File: config.mk
export PLATFORM = sky130hd
export DESIGN_NAME = button_encoder
export DESIGN_NICKNAME = d
export VERILOG_FILES = /design/src/rtl/button_encoder_pkg.sv /design/src/rtl/button_encoder_sync_2ff.sv /design/src/rtl/button_encoder.sv
export SDC_FILE = /design/constraint.sdc
export NUM_CORES = 1
export LEC_CHECK = 0
export ABC_AREA = 1
export CORE_MARGIN = 1.5
export CORE_UTILIZATION = 40
export CTS_CLUSTER_DIAMETER = 40
export CTS_CLUSTER_SIZE = 24
export DETAILED_ROUTE_END_ITERATION = 16
export SYNTH_ARGS = -nofsm -noshare
export SYNTH_HDL_FRONTEND = slang
export SYNTH_SLANG_ARGS = --single-unit
File: constraint.sdc
create_clock -name clk -period 3.65 [get_ports clk]
set_clock_uncertainty 0.05 [all_clocks]
set_input_delay 0.365 -clock clk [delete_from_list [all_inputs] [get_ports clk]]
set_output_delay 0.365 -clock clk [all_outputs]
set_load 0.05 [all_outputs]
File: src/rtl/button_encoder_pkg.sv
// Shared definitions for the reaction-game button path: button/code widths,
// FSM state encodings and small helpers for decoding a sampled button vector.
package button_encoder_pkg;

  localparam int NUM_BTN = 4;
  localparam int CODE_W  = 2;

  localparam logic [1:0] ST_IDLE     = 2'd0;
  localparam logic [1:0] ST_DEBOUNCE = 2'd1;
  localparam logic [1:0] ST_REPORT   = 2'd2;
  localparam logic [1:0] ST_HOLD     = 2'd3;

  // True when exactly one button is set (non-zero and a power of two).
  function automatic logic is_single(input logic [NUM_BTN-1:0] b);
    return (b != '0) && ((b & (b - NUM_BTN'(1))) == '0);
  endfunction

  function automatic logic [CODE_W-1:0] btn_index(input logic [NUM_BTN-1:0] b);
    logic [CODE_W-1:0] idx;
    idx = '0;
    for (int i = 0; i < NUM_BTN; i++) begin
      if (b[i]) idx = CODE_W'(i);
    end
    return idx;
  endfunction

endpackage

File: src/rtl/button_encoder_sync_2ff.sv
// Parameterised-width two-flop synchronizer for asynchronous board inputs;
// also reused for the start/stop switches.
module sync_2ff #(
  parameter int W = 1
) (
  input  logic         clk,
  input  logic         rst,
  input  logic [W-1:0] d,
  output logic [W-1:0] q
);

  logic [W-1:0] meta;

  always_ff @(posedge clk or posedge rst) begin
    if (rst) begin
      meta <= '0;
      q    <= '0;
    end else begin
      meta <= d;
      q    <= meta;
    end
  end

endmodule

File: src/rtl/button_encoder.sv
// Debounces the four player buttons and reports a single press as a 2-bit
// code with a one-cycle valid strobe; multi-button presses raise multi instead.
import button_encoder_pkg::*;

module button_encoder #(
  parameter int DEBOUNCE_CYCLES = 50000,
  parameter int CNT_W           = 16
) (
  input  logic               clk,
  input  logic               rst,
  input  logic [NUM_BTN-1:0] btn,
  output logic [CODE_W-1:0]  code,
  output logic               valid,
  output logic               multi,
  output logic               busy
);

  localparam logic [CNT_W-1:0] CNT_LAST = CNT_W'(DEBOUNCE_CYCLES - 1);

  logic [NUM_BTN-1:0] sbtn;
  logic [NUM_BTN-1:0] sample;
  logic [1:0]         state;
  logic [CNT_W-1:0]   cnt;
  logic               quiet;

  sync_2ff #(.W(NUM_BTN)) u_sync (
    .clk (clk),
    .rst (rst),
    .d   (btn),
    .q   (sbtn)
  );

  // In HOLD, the first released cycle only arms 'quiet' so that release is
  // qualified exactly like a press: one latch cycle plus DEBOUNCE_CYCLES-1 counts.
  always_ff @(posedge clk or posedge rst) begin
    if (rst) begin
      state  <= ST_IDLE;
      cnt    <= '0;
      sample <= '0;
      quiet  <= 1'b0;
      code   <= '0;
      valid  <= 1'b0;
      multi  <= 1'b0;
    end else begin
      valid <= 1'b0;
      multi <= 1'b0;
      case (state)
        ST_IDLE: begin
          if (sbtn != '0) begin
            sample <= sbtn;
            cnt    <= '0;
            state  <= ST_DEBOUNCE;
          end
        end
        ST_DEBOUNCE: begin
          if (sbtn == '0) begin
            cnt   <= '0;
            state <= ST_IDLE;
          end else if (sbtn != sample) begin
            sample <= sbtn;
            cnt    <= '0;
          end else if (cnt == CNT_LAST) begin
            cnt   <= '0;
            state <= ST_REPORT;
            if (is_single(sample)) begin
              code  <= btn_index(sample);
              valid <= 1'b1;
            end else begin
              multi <= 1'b1;
            end
          end else begin
            cnt <= cnt + CNT_W'(1);
          end
        end
        ST_REPORT: begin
          cnt   <= '0;
          quiet <= 1'b0;
          state <= ST_HOLD;
        end
        ST_HOLD: begin
          if (sbtn != '0) begin
            cnt   <= '0;
            quiet <= 1'b0;
          end else if (!quiet) begin
            quiet <= 1'b1;
          end else if (cnt == CNT_LAST) begin
            cnt   <= '0;
            state <= ST_IDLE;
          end else begin
            cnt <= cnt + CNT_W'(1);
          end
        end
        default: state <= ST_IDLE;
      endcase
    end
  end

  assign busy = (state != ST_IDLE);

endmodule

==> flow_summary.ini <==
[power]
leakage_nw = 0.992
peakVddDrop_v = 0.000241
powerDensity_mw_per_mm2 = 495

[logic_synthesis]
synth_warnings = 0
synthDistinctLibCells = 30
synth-seq-cells = 35
synth.net_count = 248
synth-seq-area-share = 0.469
syn-cell-area_mm2 = 0.00187
synth_area_per_cell_um2 = 7.75
synth_cells = 241

[critical_path]
cp.arrival_ns = 1.68
critical_path_required_ns = 3.23
crit_type = reg2out
endpoint_kind = output pin
reg2reg_from = cnt[1]
startpoint_type = flip-flop
critPathMaxFanout = 4

[timing]
finalSetupViolCount = 0
period_share = 0.574
max_freq_mhz = 477
finalMaxSlewViolations = 0
grt_setup_unrepaired = no
tightest_slew_ns = 0.940
fin_ws_ns = 1.55
fin_crit_ns = 2.10
slew_headroom = 0.373
setup_tns_ns = 0
finalHoldViolations = 0

[hold_path]
hp-class = reg2reg
worstHoldStart = u_sync.meta[1]

[final_layout]
area_growth_pct = 12.2
final_cell_mix = nand2_1, dfrtp_1, nor2_1
fillers = 426
post_route_cells_drive_above_1_share = 0.129
layout.cells.non_filler = 308
antenna_cells = 0
final_common_cell = nand2_1
register_area_um2 = 876
final_area_mm2 = 0.00210
multi_input_area_um2 = 830
final_nets = 262

[routing]
avgRoutedWirePerCell_um = 11.2
first_pass_iters = 4
drc = 0
vias = 1500
drt-total-wl_um = 3460
first_iter_violations = 131
postRouteAntennaNets = 0
vias_per_cell = 4.87

[place]
dp_slack_ns = 1.79
place_congestion = 0.814
numPortBuffers = 10
dpl.hpwl_um = 2540
dp_cells = 300
placed_cell_area_mm2 = 0.00200

[global_routing]
grt_pass1_vias = 1475
grt-ovfl-total = 0
antenna_found_initial = 0
grt_pass1_wl_um = 6270
grt_start_max_net_pins = 26
grtUsageTotal = 0.156

[floorplan]
die_w_um = 71.3
fp.coreArea_mm2 = 0.00441
design.portCount = 11
rows = 24
fp.dieArea_mm2 = 0.00509
die_y_um = 71.3
start_util = 0.423

[clock_network]
postCtsSetupBuffers = 0
clk_latency_ns = 0.29
clkTransAtPathRegs_ns = 0.08
cts_tree = done
ctsRootBufferMaster = clkbuf_8
cts_made_buffers = 5
cts_max_path_buffers = 2
cts_hold_buffers = 0
htreeDepth = 2
cts_resized = 0
clkSinkCount = 35

[status]
status = finished clean

[flow_run]
maxCapViolations = 0
[cell usage after synthesis (all sizes together)]
cell type / number / area (um^2)
nand2: 69 / 279
dfrtp: 35 / 876
inv: 33 / 124
nor2: 33 / 139
nand3: 22 / 120
a21oi: 14 / 73.8
o21ai: 9 / 45.0
nand4: 5 / 31.3
buf: 4 / 38.8
nor3: 4 / 25.0
a21boi: 3 / 26.3
and2: 2 / 12.5
nand3b: 2 / 15.0
a21o: 1 / 7.51
a31oi: 1 / 6.26
ha: 1 / 12.5
nor3b: 1 / 18.8
xnor2: 1 / 8.76
xor2: 1 / 8.76
[state kept, by name, summed over array words and instances, names as in the netlist, named ones only]
signal and cells:
sample 4, code 2, u_sync.meta 4, quiet 1, state 1, multi 1
cnt 16, u_sync.q 4, valid 1
[final cells by class]
class / instances / share of cell area
repair buffers: 11 / 0.0513
inverters: 33 / 0.0591
well taps: 52 / 0.0310
clock buffers: 5 / 0.0328
flip-flops and latches: 35 / 0.418
multi-input cells: 169 / 0.396
clock inverters: 3 / 0.0119
[kinds of logic (layout without fill, tap and decap cells)]
| kind of cell | after synthesis | after routing | share of synthesized area |
|---|---|---|---|
| fa+ha+maj | 1 | 1 | 0.00670 |
| xor+xnor | 2 | 2 | 0.00938 |
| flops | 35 | 35 | 0.469 |
| simple gates | 138 | 138 | 0.343 |
| buf+inv | 37 | 52 | 0.0871 |
| compound gates | 28 | 28 | 0.0851 |
[per-stage QoR]
step	total power (W)	hold slack (ns)	utilization
after floorplan	0.000709	0.281	-
after global placement	0.000760	0.283	0.454
after detailed placement	0.000760	0.285	0.454
after CTS	0.00105	0.304	0.475
after global routing	0.00112	0.318	0.475
final	0.00104	0.301	0.475
[worst max-delay path: stages (launching register included)]
cell and delay, ns:
dfrtp_1 0.40, inv_2 0.07, nand2_2 0.10, clkdlybuf4s50_1 0.82
[report_power, final]
| part | switching [W] | internal, W | total, W |
|---|---|---|---|
| Combinational | 0.000194 | 0.0000961 | 0.000290 |
| Sequential | 0.0000332 | 0.000427 | 0.000460 |
| Clock | 0.000150 | 0.000136 | 0.000287 |
| Total | 0.000377 | 0.000660 | 0.00104 |
[routing by layer]
layer / track usage / vias up / share of wire
li1: - / 793 / -
met2: 0.248 / 27 / 0.43
met5: 0 / - / 0
met1: 0.204 / 675 / 0.52
met3: 0.0380 / 5 / 0.039
met4: 0.0629 / 0 / 0.014
[worst paths after layout]
kind	slack, ns	endpoint	cells after the start
setup / recovery	1.55	busy	3
hold / removal	0.30	u_sync.q[1]	0
setup reg to reg	1.79	state[0]	7
hold reg to reg	0.30	u_sync.q[1]	0
max in group asynchronous	2.31	cnt[4]	3
min in group asynchronous	0.53	asynchronous set/reset pin	2
(Power assumes the default switching activity.)
